==> src/rtl/sub_pkg.sv <==
// sub_pkg: shared state encoding and sizing helpers for serial_subtractor.
package sub_pkg;
  typedef enum logic [1:0] {IDLE = 2'd0, RUN = 2'd1, DONE = 2'd2} state_t;
  function automatic int steps_of(input int width, input int digit);
    return width / digit;
  endfunction
  function automatic int cnt_w(input int steps);
    return (steps <= 1) ? 1 : $clog2(steps);
  endfunction
endpackage

==> src/rtl/fs_slice.sv <==
// fs_slice: DIGIT-wide ripple-borrow chain of full-subtractor cells.
module fs_slice #(
  parameter int DIGIT = 1
) (
  input  logic [DIGIT-1:0] a,
  input  logic [DIGIT-1:0] b,
  input  logic             bi,
  output logic [DIGIT-1:0] d,
  output logic             bo
);
  logic [DIGIT:0] c;
  assign c[0] = bi;
  for (genvar i = 0; i < DIGIT; i++) begin : g_cell
    assign d[i]   = a[i] ^ b[i] ^ c[i];
    assign c[i+1] = (~(a[i] ^ b[i]) & c[i]) | (~a[i] & b[i]);
  end
  assign bo = c[DIGIT];
endmodule

==> src/rtl/serial_subtractor.sv <==
// serial_subtractor: computes a - b - bin over WIDTH bits, DIGIT bits per clock,
// with valid/ready handshakes on both sides.
module serial_subtractor
  import sub_pkg::*;
#(
  parameter int WIDTH = 8,
  parameter int DIGIT = 1
) (
  input  logic             clk,
  input  logic             rst_n,
  input  logic             in_valid,
  output logic             in_ready,
  input  logic [WIDTH-1:0] a,
  input  logic [WIDTH-1:0] b,
  input  logic             bin,
  output logic             out_valid,
  input  logic             out_ready,
  output logic [WIDTH-1:0] diff,
  output logic             bout,
  output logic             ovf,
  output logic             zero
);
  localparam int STEPS = steps_of(WIDTH, DIGIT);
  localparam int CW = cnt_w(STEPS);
  if (WIDTH % DIGIT != 0) begin : g_bad
    $error("serial_subtractor: WIDTH must be a multiple of DIGIT");
  end
  state_t state_q, state_d;
  logic [WIDTH-1:0] a_q, a_d, b_q, b_d, r_q, r_d, diff_q, diff_d, r_nxt;
  logic [CW-1:0] cnt_q, cnt_d;
  logic br_q, br_d, am_q, am_d, bm_q, bm_d, rdy_q, rdy_d;
  logic bout_q, bout_d, ovf_q, ovf_d, zero_q, zero_d;
  logic [DIGIT-1:0] d;
  logic bo;
  fs_slice #(.DIGIT(DIGIT)) u_slice (
    .a (a_q[DIGIT-1:0]),
    .b (b_q[DIGIT-1:0]),
    .bi(br_q),
    .d (d),
    .bo(bo)
  );
  // Result bits enter from the MSB side so the LSB digit lands at bit 0 last.
  if (STEPS == 1) begin : g_one
    assign r_nxt = d;
  end else begin : g_shift
    assign r_nxt = {d, r_q[WIDTH-1:DIGIT]};
  end
  always_comb begin
    state_d = state_q;
    a_d     = a_q;
    b_d     = b_q;
    r_d     = r_q;
    br_d    = br_q;
    am_d    = am_q;
    bm_d    = bm_q;
    cnt_d   = cnt_q;
    diff_d  = diff_q;
    bout_d  = bout_q;
    ovf_d   = ovf_q;
    zero_d  = zero_q;
    if (state_q == IDLE && in_valid && rdy_q) begin
      a_d     = a;
      b_d     = b;
      br_d    = bin;
      am_d    = a[WIDTH-1];
      bm_d    = b[WIDTH-1];
      cnt_d   = '0;
      state_d = RUN;
    end else if (state_q == RUN) begin
      a_d   = a_q >> DIGIT;
      b_d   = b_q >> DIGIT;
      r_d   = r_nxt;
      br_d  = bo;
      cnt_d = cnt_q + 1'b1;
      if (cnt_q == CW'(STEPS - 1)) begin
        state_d = DONE;
        diff_d  = r_nxt;
        bout_d  = bo;
        ovf_d   = (am_q != bm_q) & (r_nxt[WIDTH-1] != am_q);
        zero_d  = ~|r_nxt;
      end
    end else if (state_q == DONE && out_ready) begin
      state_d = IDLE;
    end
    rdy_d = (state_d == IDLE);
  end
  // in_ready is a registered copy of "next state is IDLE" so it stays low in reset.
  always_ff @(posedge clk or negedge rst_n) begin
    if (!rst_n) begin
      state_q <= IDLE;
      a_q     <= '0;
      b_q     <= '0;
      r_q     <= '0;
      br_q    <= 1'b0;
      am_q    <= 1'b0;
      bm_q    <= 1'b0;
      cnt_q   <= '0;
      rdy_q   <= 1'b0;
      diff_q  <= '0;
      bout_q  <= 1'b0;
      ovf_q   <= 1'b0;
      zero_q  <= 1'b0;
    end else begin
      state_q <= state_d;
      a_q     <= a_d;
      b_q     <= b_d;
      r_q     <= r_d;
      br_q    <= br_d;
      am_q    <= am_d;
      bm_q    <= bm_d;
      cnt_q   <= cnt_d;
      rdy_q   <= rdy_d;
      diff_q  <= diff_d;
      bout_q  <= bout_d;
      ovf_q   <= ovf_d;
      zero_q  <= zero_d;
    end
  end
  assign in_ready  = rdy_q;
  assign out_valid = (state_q == DONE);
  assign diff      = diff_q;
  assign bout      = bout_q;
  assign ovf       = ovf_q;
  assign zero      = zero_q;
endmodule

==> config.mk <==
export PLATFORM = sky130hd
export DESIGN_NAME = serial_subtractor
export DESIGN_NICKNAME = d
export VERILOG_FILES = /design/src/rtl/sub_pkg.sv /design/src/rtl/fs_slice.sv /design/src/rtl/serial_subtractor.sv
export SDC_FILE = /design/constraint.sdc
export NUM_CORES = 1
export LEC_CHECK = 0
export ABC_AREA = 1
export CORE_UTILIZATION = 46
export DETAILED_ROUTE_END_ITERATION = 16
export PLACE_DENSITY = 0.71
export SETUP_SLACK_MARGIN = 0.2
export SYNTH_ARGS = -nofsm -noshare
export SYNTH_HDL_FRONTEND = slang
export SYNTH_SLANG_ARGS = --single-unit
==> constraint.sdc <==
create_clock -name clk -period 2.7 [get_ports clk]
set_input_delay 0.54 -clock clk [delete_from_list [all_inputs] [get_ports clk]]
set_output_delay 0.54 -clock clk [all_outputs]
set_load 0.03 [all_outputs]
==> summary by stage <==
Worst setup path
The sum of buffers and inverters on the critical path is 2. The startpoint class of the critical path is a flop. At the worst endpoint, the required time is about 2.2 ns. The largest fanout on the critical path is 4.

At the worst endpoint, the arrival time is roughly 1.7 ns. The kind of capture point of the worst setup path is an output pin. The slowest cell on the critical path is sky130_fd_sc_hd__clkdlybuf4s50_1. The setup path with the least slack is of type flop to output pin.

On the worst path, the slowest cell contributes a delay of about 0.67 ns. Broken down by cell family, the worst path's largest delay share belongs to buffers and inverters. The critical path goes through inv_1 > nor2_1 > clkdlybuf4s50_1. The first element of the critical path is state_q[1]. The startpoint identified for the worst register-to-register timing path is state_q[0].

Power
The maximum vdd ir drop is about 240 uV. The share of total power dissipated in the clock network is 0.372. The leakage power figure is 1.13 nW. In this run the power spent charging and discharging nets is between 0.2 and 0.25 mW. The combinational power share is 0.039.

The internal power of the cells totals 0.871 mW. The switching part of the total is 0.202. The portion of total power attributed to sequential cells is 0.590. The power density of the placed cells is about 450 mW/mm^2.

CTS
TritonCTS built the clock tree. The number of levels the H-tree was split into is 2. Buffers added to address setup during post-CTS repair amount to 0. Buffers inserted during clock tree synthesis total 5.

The clock net sink count is 43. The clock tree root buffer cell is sky130_fd_sc_hd__clkbuf_8. The CTS clock-pin slew for the worst setup and hold paths is 0.08 ns.

The number of buffers inserted by hold repair at cts is 0. The longest clock path from root to sink contains 2 buffers. Once the clock tree was built, the resizer swapped 0 gates to a different size. For the worst-skew pair, the clock arrives at the later sink with an insertion delay of between 0.2 and 0.3 ns.

Worst hold path
The tightest min-delay check is of the input port to asynchronous set/reset pin type.

Placement
The post-detailed-placement half-perimeter wirelength is about 2600 um. Summing all placed instances gives a cell area of roughly 0.0023 sq mm. The final weighted congestion of routability-driven global placement is 0.779. The count of buffers added on input and output ports is 33.

Floorplan
The die is around 68 um wide. The area of the placeable core is 0.00409 sq mm. The initialized floorplan defines 23 standard-cell rows. The floorplan step set the die height to slightly below 70 um. The initial standard-cell utilization of the core is 0.489. The floorplan die area is 0.00461 sq mm. The I/O pin count is 34.

Synthesis
After technology mapping, the gate count stands at about 240. The number of synthesized flops with an enable pin is 0. The async set or reset register ratio after synthesis is 1.00. The flip-flop cell with the highest count after synthesis is sky130_fd_sc_hd__dfrtp_1. In the post-synthesis netlist, the biggest area contributors are sky130_fd_sc_hd__dfrtp_1 (54%), sky130_fd_sc_hd__nand2_1 (15%), sky130_fd_sc_hd__nand3b_1 (5.3%). Counting flops and latches in the post-synthesis netlist gives 43. The post-synth net total is around 260. The most numerous cell in the Yosys netlist is sky130_fd_sc_hd__nand2_1.

The commonest cells after synthesis are sky130_fd_sc_hd__nand2_1 (82), sky130_fd_sc_hd__dfrtp_1 (43), sky130_fd_sc_hd__inv_1 (20), sky130_fd_sc_hd__nand3_1 (20), sky130_fd_sc_hd__o21ai_0 (16). The cell area after synthesis is 0.00200 sq mm. The sequential cell area fraction in the yosys report is 0.538. The distinct cell type count of the synthesized netlist is 17. The share of synthesized area in the top cell type comes to 0.538. The cell type with the largest total area after synthesis is sky130_fd_sc_hd__dfrtp_1. The number of warnings printed during yosys synthesis is 0. Dividing the synthesized area by the synthesized cell count gives 8.44 sq um.

Detailed routing
After detailed routing, the number of remaining DRC violations is 0. The total iterations of the first detailed-routing run is 4. In this run the remaining antenna-violating nets after routing total 0. The vias per cell is approximately 5.1. The overall routed net length is approximately 3900 um.

The first-iteration detailed-routing DRC count is between 100 and 150. The total number of vias is about 1600. Dividing the detail-routed wire length by the instance count gives approximately 12 um.

Global routing
The number of antenna violations at the first check in global routing is 0. Entering global routing, the biggest net connects 44 pins. The total congestion overflow after global routing is 0. In the global route stage, overall resource usage came out at 0.199. The first-pass GRT wire length is about 6700 um.

The number of global-route vias before repair is roughly 1500.

STA
Setup repair after global routing left no endpoint under its margin. Counting I/O delays and the setup requirement, the final critical path takes ~2.2 ns. The final-report hold violation count is 0. Derived from the worst setup path, the maximum achievable clock frequency is roughly 450 MHz. The count of final max-slew check failures was 0.

The transition at the pin with the smallest max-transition slack is between 0.9 and 1 ns. The setup clock skew after layout is 0.00337 ns. Setup violations remaining at the end of the flow were counted as 0. Headroom to the max-slew limit came out at 0.374. Setup total negative slack on the finished layout was measured at 0 ns. Of the available clock period, the critical path in the final layout requires 0.817.

Cells and area
The number of nets in the final layout is 292. The layout-stage area growth over the synthesis result is 21.3%. 0 antenna diodes ended up in the layout.

The share of layout cells above drive strength 1 is 0.0597. The finished cells cover ~0.0024 sq mm.

Run
The tool flagged a number of max-cap violations equal to 0.

Outcome
The run finished with clean final reports.
==> state kept, by name (all words and copies together), names as in the netlist, 2 cells and up <==
name and flops:
diff 8, r_q 7, state_q 2, cnt_q 3
b_q 8, a_q 8
==> per-stage QoR <==
step	hold slack, ns	worst slack [ns]	utilization	instances	total power [mW]
2_1_floorplan	0.244	1.19	-	237	0.660
3_3_place_gp	0.461	0.844	0.572	311	0.700
3_5_place_dp	0.475	0.805	0.572	311	0.700
4_1_cts	0.413	0.480	0.593	318	1.10
5_1_grt	0.465	0.434	0.593	318	1.14
6_report	0.386	0.494	0.593	318	1.09
==> worst paths after layout <==
path / end / slack, ns / cells past startpoint
setup / recovery: out_valid / 0.49 / 3
hold / removal: diff[7] / 0.39 / 1
setup reg to reg: zero / 1.09 / 6
hold reg to reg: ovf / 0.49 / 2
max in group asynchronous: a_q[0] / 1.73 / 1
min in group clk: ovf / 0.49 / 2
==> power by group through the flow <==
stage	clock network (mW)	logic, mW	registers, mW
6_report	0.406	0.0425	0.643
5_1_grt	0.445	0.0472	0.643
4_1_cts	0.418	0.0437	0.643
3_5_place_dp	0	0.0436	0.656
3_3_place_gp	0	0.0435	0.656
2_1_floorplan	0	0.00329	0.656
==> cell families after synthesis <==
family / synth area share
adder cells (fa/ha/maj): 0.0225
buffers and inverters: 0.0682
AO/OA/AOI/OAI: 0.0701
AND/OR/NAND/NOR: 0.301
flip-flops: 0.538
==> cell usage in the layout (no fill, tap or decap) <==
cell type / synthesis / layout
sky130_fd_sc_hd__nand2_1: 82 / 82
sky130_fd_sc_hd__dfrtp_1: 43 / 43
sky130_fd_sc_hd__clkdlybuf4s50_1: 0 / 32
sky130_fd_sc_hd__inv_1: 20 / 20
sky130_fd_sc_hd__nand3_1: 20 / 20
sky130_fd_sc_hd__o21ai_0: 16 / 16
sky130_fd_sc_hd__nand3b_1: 14 / 14
sky130_fd_sc_hd__nor2_1: 10 / 10
sky130_fd_sc_hd__o21ai_1: 9 / 9
sky130_fd_sc_hd__clkbuf_8: 0 / 6
sky130_fd_sc_hd__nand2_2: 3 / 3
sky130_fd_sc_hd__a21oi_1: 3 / 3
sky130_fd_sc_hd__nor2_4: 2 / 2
sky130_fd_sc_hd__ha_1: 2 / 2
sky130_fd_sc_hd__nand3_2: 1 / 1
sky130_fd_sc_hd__inv_2: 1 / 1
sky130_fd_sc_hd__fa_1: 1 / 1
sky130_fd_sc_hd__clkinv_2: 0 / 1
sky130_fd_sc_hd__buf_2: 7 / 1
sky130_fd_sc_hd__buf_4: 3 / 1
==> routing by layer <==
metal  global-route usage  vias to the layer above  part of all wire
met5                    0                        -                 0
met4               0.0859                        0             0.011
met3               0.0400                        5             0.054
met2                0.348                       51              0.48
met1                0.235                      745              0.45
li1                     -                      812                 -
==> final cells by class <==
type | count | area (sq um)
clock buffers | 6 | 82.6
clock inverters | 1 | 5.00
fillers | 369 | 1660
inverters | 21 | 78.8
multi-input cells | 163 | 787
flip-flops and latches | 43 | 1080
well taps | 50 | 62.6
repair buffers | 34 | 333
Power figures use the tool's default switching activity.
